`src/rtl/bbff_bank_scheduler.sv`:
```
// rtl/bbff_bank_scheduler.sv - round-robin scheduler applying {B1,B2} commands to a shared bank of command flip-flop cells
module bbff_bank_scheduler #(
    parameter int NREQ  = 4,
    parameter int NCELL = 8,
    parameter int AW    = 3,
    localparam int GW   = $clog2(NREQ)
) (
    input  logic                 clk_i,
    input  logic                 rst_ni,
    input  logic [NREQ-1:0]      req_i,
    input  logic [2*NREQ-1:0]    cmd_i,
    input  logic [AW*NREQ-1:0]   addr_i,
    output logic [NREQ-1:0]      ack_o,
    output logic [GW-1:0]        grant_id_o,
    output logic [NCELL-1:0]     q_o,
    output logic                 busy_o
);

    typedef enum logic [1:0] {IDLE, APPLY, RELEASE} state_t;

    state_t            state_q, state_d;
    logic [GW-1:0]     ptr_q, ptr_d;
    logic [GW-1:0]     grant_q, grant_d;
    logic [1:0]        cmd_q, cmd_d;
    logic [AW-1:0]     addr_q, addr_d;
    logic [NREQ-1:0]   ack_q, ack_d;
    logic [NCELL-1:0]  cell_q, cell_d;
    logic              busy_q, busy_d;

    // Requests rotated so that bit 0 is the requester at the round-robin pointer.
    logic [2*NREQ-1:0] req_rot;
    logic              found;
    logic [GW:0]       sel_sum;
    logic              req_gnt;

    // Next cell state for {B1,B2}: 00 hold, 01 clear, 10 toggle, 11 set.
    function automatic logic cell_next(input logic qv, input logic [1:0] c);
        return (~qv & c[1]) | (c[1] & c[0]) | (qv & ~c[1] & ~c[0]);
    endfunction

    // State register and all datapath registers; async reset clears outputs mid-transaction.
    always_ff @(posedge clk_i or negedge rst_ni) begin
        if (!rst_ni) begin
            state_q <= IDLE;
            ptr_q   <= '0;
            grant_q <= '0;
            cmd_q   <= '0;
            addr_q  <= '0;
            ack_q   <= '0;
            cell_q  <= '0;
            busy_q  <= 1'b0;
        end else begin
            state_q <= state_d;
            ptr_q   <= ptr_d;
            grant_q <= grant_d;
            cmd_q   <= cmd_d;
            addr_q  <= addr_d;
            ack_q   <= ack_d;
            cell_q  <= cell_d;
            busy_q  <= busy_d;
        end
    end

    // Arbitration, command application and handshake sequencing.
    always_comb begin
        state_d = state_q;
        ptr_d   = ptr_q;
        grant_d = grant_q;
        cmd_d   = cmd_q;
        addr_d  = addr_q;
        ack_d   = ack_q;
        cell_d  = cell_q;
        found   = 1'b0;
        sel_sum = '0;
        req_gnt = 1'b0;
        req_rot = {req_i, req_i} >> ptr_q;

        case (state_q)
            IDLE: begin
                for (int k = 0; k < NREQ; k++) begin
                    if (!found && req_rot[k]) begin
                        found   = 1'b1;
                        sel_sum = {1'b0, ptr_q} + (GW+1)'(k);
                        if (sel_sum >= (GW+1)'(NREQ)) begin
                            sel_sum = sel_sum - (GW+1)'(NREQ);
                        end
                    end
                end
                if (found) begin
                    grant_d = sel_sum[GW-1:0];
                    state_d = APPLY;
                    // Command and address are captured here; later changes are ignored.
                    for (int j = 0; j < NREQ; j++) begin
                        if (sel_sum[GW-1:0] == GW'(j)) begin
                            cmd_d  = cmd_i[2*j +: 2];
                            addr_d = addr_i[AW*j +: AW];
                        end
                    end
                end
            end
            APPLY: begin
                // Out-of-range addresses match no cell, so the bank is untouched.
                for (int c = 0; c < NCELL; c++) begin
                    if (addr_q == AW'(c)) begin
                        cell_d[c] = cell_next(cell_q[c], cmd_q);
                    end
                end
                for (int j = 0; j < NREQ; j++) begin
                    ack_d[j] = (grant_q == GW'(j));
                end
                state_d = RELEASE;
            end
            RELEASE: begin
                for (int j = 0; j < NREQ; j++) begin
                    if (grant_q == GW'(j)) begin
                        req_gnt = req_i[j];
                    end
                end
                if (!req_gnt) begin
                    ack_d   = '0;
                    ptr_d   = (grant_q == GW'(NREQ-1)) ? '0 : grant_q + GW'(1);
                    state_d = IDLE;
                end
            end
            default: begin
                state_d = IDLE;
            end
        endcase

        busy_d = (state_d != IDLE);
    end

    assign ack_o      = ack_q;
    assign grant_id_o = grant_q;
    assign q_o        = cell_q;
    assign busy_o     = busy_q;

endmodule

```
`config.mk`:
```
export PLATFORM = sky130hd
export DESIGN_NAME = bbff_bank_scheduler
export DESIGN_NICKNAME = d
export VERILOG_FILES = /design/src/rtl/bbff_bank_scheduler.sv
export SDC_FILE = /design/constraint.sdc
export NUM_CORES = 1
export LEC_CHECK = 0
export ABC_AREA = 1
export BUFFER_PORTS_ARGS = -buffer_cell sky130_fd_sc_hd__buf_4
export CAP_MARGIN = 25
export CORE_ASPECT_RATIO = 1.25
export CORE_MARGIN = 1
export CORE_UTILIZATION = 53
export CTS_CLUSTER_DIAMETER = 50
export CTS_CLUSTER_SIZE = 8
export DETAILED_ROUTE_END_ITERATION = 10
export PLACE_DENSITY = 0.76
export SYNTH_ARGS = -nofsm -noshare
export SYNTH_HDL_FRONTEND = slang
export SYNTH_SLANG_ARGS = --single-unit
```
`constraint.sdc`:
```
create_clock -name clk_i -period 2.4 [get_ports clk_i]
set_input_delay 0 -clock clk_i [delete_from_list [all_inputs] [get_ports clk_i]]
set_output_delay 0 -clock clk_i [all_outputs]
set_load 0.05 [all_outputs]
```
Word level (Yosys, flattened, before mapping)
Index checks and enable logic that the tools add are counted.
- add/subtract/negate cells: 8
- $lt $le $gt $ge: 4
- equality and inequality tests: 16
- shift operators: 1
- muxes and demuxes: 36
- bitwise gates (word level): 52
- reduce and logical (&&, ||, !) cells: 25
- operators with widths (cell ; number):
    $mux 2 ; 16
    $and 1x1->1 ; 25
    $reduce_and 2->1 ; 11
    $or 1x1->1 ; 16
    $mux 1 ; 13
    $eq 3x3->1 const B ; 4
    $mux 3 ; 4
    $not 1->1 ; 11
    $eq 2x2->1 const B ; 5
    $ge 3x3->1 const B ; 3
    $pmux 4 s2 ; 1
    $shr 8x2->4 ; 1
    $sub 2x1->2 const B ; 4
    $add 2x2->3 const B ; 2
    $eq 2x1->1 const B ; 3
    $eq 3x2->1 const B ; 2
    $logic_not 2->1 ; 3
    $pmux 2 s3 ; 1
    $mux 4 ; 1
    $reduce_bool 2->1 ; 2
    $reduce_bool 4->1 ; 1
    $add 2x1->3 const B ; 1
    $eq 3x1->1 const B ; 1
    $ge 2x3->1 const B ; 1
    other kinds (6) ; 10
- bits in registers: 24
- input bits: 26
- output and inout bits: 15
- word-level logic and storage cells: 157

Depth between registers and ports, before layout
- word-level depth: 20
- gate-level depth with buffers: 16
- depth with buffers taken out: 15

Least setup slack after synthesis
Ideal clock, no wire load.
- path kind: reg-to-reg
- start: register grant_q[0] (netlist: grant_id_o[0])
- end: register ptr_q[0]
- library setup time: 97 ps
- arrival time: 1756 ps
- data required time: 2303 ps
- slack: 546 ps
- stages on the path, launching flop included: 9
- path buffers: 0
- clock period less this slack: 1854 ps
- path through: dfrtp_1 > inv_1 > ha_1 > nand3_1 > o21ai_0 > o21ai_0 > o21a_1 > nand2_1 > o31ai_1
- longest elaborated chain between the ends: 8
- elaborated cells between the ends (all ways): 13
- classes of those cells: add/sub: 1; eq/ne: 3; mux: 6; bitwise: 1; reduce/logical: 2
- RTL lines (item ; line ; text):
    start, declared ; 23 ; logic [GW-1:0] grant_q, grant_d;
    start signal, assigned ; 55 ; grant_q <= grant_d;
    $logic_not 2->1 ; 115 ; if (grant_q == GW'(j)) begin
    $mux 1 (4 in a row) ; 115 ;
    $mux 1 ; 78 ; case (state_q)
    $not 1->1 (no source line) ; n/a ;
    $reduce_and 2->1 (no source line) ; n/a ;
    end signal, assigned ; 54 ; ptr_q <= ptr_d;
    end, declared ; 22 ; logic [GW-1:0] ptr_q, ptr_d;
Several ways; a longest one is shown, not always the timed one. The select of a mux whose other input is x is not followed.
A chain may end at the register's enable or synchronous reset.

Worst setup path in the final report
- start: register ptr_q[0]
- end: register addr_q[2]
- longest elaborated chain between the ends: 19
- elaborated cells between the ends (all ways): 44
- classes of those cells: add/sub: 7; order compare: 4; eq/ne: 3; shift: 1; mux: 20; reduce/logical: 9
- RTL lines (item ; line ; text):
    $shr 8x2->4 ; 76 ; req_rot = {req_i, req_i} >> ptr_q;
    $mux 1 ; 81 ; if (!found && req_rot[k]) begin
    $mux 1 ; 78 ;
    $logic_not 1->1 ; 81 ;
    $logic_and 1x1->1 ; 81 ;
    $mux 1 ; 81 ;
    $mux 1 ; 78 ;
    $logic_not 1->1 ; 81 ;
    $logic_and 1x1->1 ; 81 ;
    $mux 1 ; 81 ;
    $mux 1 ; 78 ;
    $logic_not 1->1 ; 81 ;
    $logic_and 1x1->1 ; 81 ;
    $mux 2 ; 81 ;
    $mux 2 ; 78 ;
    $eq 2x1->1 ; 94 ; if (sel_sum[GW-1:0] == GW'(j)) begin
    $mux 3 (3 in a row) ; 94 ;
    end signal, assigned ; 57 ; addr_q <= addr_d;
    end, declared ; 25 ; logic [AW-1:0] addr_q, addr_d;
Several ways; a longest one is shown, not always the timed one. The select of a mux whose other input is x is not followed.

==> impl_metrics.ini <==
[routing]
vias = 1562
route.detailed.drc = 0
drt-initial-drc-count = 33
wire_per_inst_um = 10.3
ant_nets = 0
dr.pass1.iters = 4
wirelength_um = 3270
avgViaCountPerCell = 4.93

[timing]
finalWorstPathRequiredPeriod_ns = 2.03
worst_pin_slew_ns = 0.426
slew_viol_final = 0
slew_headroom = 0.716
worst_slack_ns = 0.369
clock_skew_ns = 0.00155
hold_violations = 0
setup_viol = 0
period_share = 0.846
finalSetupTns_ns = 0
max_freq_mhz = 492
grt_setup_unrepaired = false

[yosys]
ys_seq_area_frac = 0.366
synth_cells = 237
avgSynthCellArea_um2 = 6.93
synth_warnings = 0
synth.net_count = 267
syn-cell-area_um2 = 1640
synth.distinct_cells = 25
synth_seq_cells = 24

[layout]
final_nets = 312
final_cells = 317
layout_commonest_cell = nand2_1
synthToLayoutAreaGrowth_pct = 24.0
final_cell_mix = 73 x nand2_1, 41 x buf_4, 34 x inv_1
multiInputGateArea_um2 = 850
regArea_um2 = 601
drive_gt1_frac = 0.238
antenna_cells = 0
nFillCells = 276

[grt]
grt_pass1_wl_um = 5860
grt_pass1_vias = 1441
grt_start_max_net_pins = 25
grt_use_total = 0.230
antenna_found_initial = 0
overflow = 0

[worst_setup_path]
crit_slowest_cell = dfrtp_1
setup.worst_path.class = register to register
cp_common_cell = nand2_2
crit_chain = nand2_2 -> nand2_2 -> nand2_2 -> nand2_2 -> nor2_2 -> a21oi_1 -> nand3_2 -> inv_1 -> nand2_2 -> nand3_1 -> nand2_1 -> nand2_1 -> nand2_1
critPathTopFamily = simple AND/OR/NAND/NOR gates
cp.required_ns = 2.61
critical_path.max_fanout = 13
worst_setup_path_start_kind = register
cp.arrival_ns = 2.24
critical-path-max-stage-delay_ns = 0.62
endpoint_kind = register
critPathBufInv = 1

[clock_tree]
clk_latency_ns = 0.30
cts_setup_buffers = 0
cts_buffer_depth = 2
clkTransAtPathRegs_ns = 0.12
cts_max_level = 1
clock_sinks = 24
cts_tree = yes
cts_resized = 0
cts_hold_buffers = 4
cts_buffers = 3
cts-root-buf = clkbuf_4

[floorplanning]
die_area_um2 = 3320
initial_core_util = 0.557
rows = 22
core-area_um2 = 2950
ios = 41
die_w_um = 51.8
die_h_um = 64.2

[placement]
dp_cells = 309
io_buffers = 40
post-place-ws_ns = 0.381
gp_congestion = 0.782
hpwl_um = 2520

[outcome]
status = finished clean

[min_path]
min_path_type = input port to register

[power_and_ir_drop]
vdd_drop_max_v = 0.000948
p_leak_nw = 1.11
p_per_area_nw_per_um2 = 1510

[run]
max_cap_violations = 0
cell families after synthesis:
logic type                 Yosys count  synth area share
and+or+nand+nor                    134             0.369
buffers and inverters               44             0.117
DFF                                 24             0.366
AOI/OAI and AO/OA                   22            0.0701
xor gates and xnor gates             9            0.0480
adders and majority gates            4            0.0305
registers in the layout, indices dropped and copies added, names as in the netlist:
register and count:
ack_o 4, addr_q 3, busy_o 1, cmd_q 2, grant_id_o 2, ptr_q 2, q_o 8, state_q 2
tightest hold or removal path, stage by stage:
cell	delay (ns)
buf_4	0.08
o21ai_0	0.07
inv_1	0.05
nand2_1	0.05
nand2_1	0.05
per-layer routing:
layer,vias up,track usage,share of wire
li1,824,-,-
met2,30,0.411,0.51
met5,-,0,0
met1,704,0.278,0.45
met3,4,0.0310,0.025
met4,0,0.0709,0.0095
Yosys cell counts, drive strengths merged:
master,number,area share
nand2,85,0.21
nor2,16,0.044
xnor2,1,0.0053
clkbuf,2,0.0046
nor3,2,0.0061
o21ai,16,0.049
o21a,1,0.0046
ha,4,0.030
o31ai,1,0.0046
nand4,3,0.011
clkinv,1,0.0023
a21oi,4,0.012
nand3,28,0.095
xor2,8,0.043
buf,3,0.017
dfrtp,24,0.37
inv,38,0.093
final timing paths:
kind,slack (ns),end,depth (start not counted),startpoint
worst max-delay path,0.37,addr_q[2],13,ptr_q[0]
worst min-delay path,0.01,addr_q[0],5,addr_i[9]
worst max register to register,0.37,addr_q[2],13,ptr_q[0]
worst min register to register,0.52,ack_o[0],2,ack_o[0]
max in group asynchronous,2.06,addr_q[0],2,rst_ni
min in group asynchronous,0.11,ack_o[1],2,rst_ni
power by group:
part	total, mW	leakage [nW]	internal, mW	switching [mW]
Combinational	2.08	0.787	0.682	1.39
Sequential	0.798	0.301	0.596	0.202
Clock	0.206	0.0210	0.0926	0.114
metrics by stage:
stage / hold slack (ns) / power [mW] / utilization / instance area, um^2
after detailed placement: -0.0862 / 2.89 / 0.665 / 1960
after CTS: 0.00287 / 3.11 / 0.691 / 2040
after floorplan: -0.296 / 2.46 / - / 1640
after global routing: 0.0266 / 3.41 / 0.691 / 2040
final: 0.0125 / 3.08 / 0.691 / 2040
after global placement: -0.0873 / 2.87 / 0.665 / 1960
layout make-up:
class / instances / share of cell area
Clock buffer: 4 / 0.0178
Multi-Input combinational cell: 169 / 0.417
Tap cell: 36 / 0.0221
Inverter: 39 / 0.0768
Timing Repair Buffer: 45 / 0.171
Sequential cell: 24 / 0.295
Power figures use the tool's default switching activity.
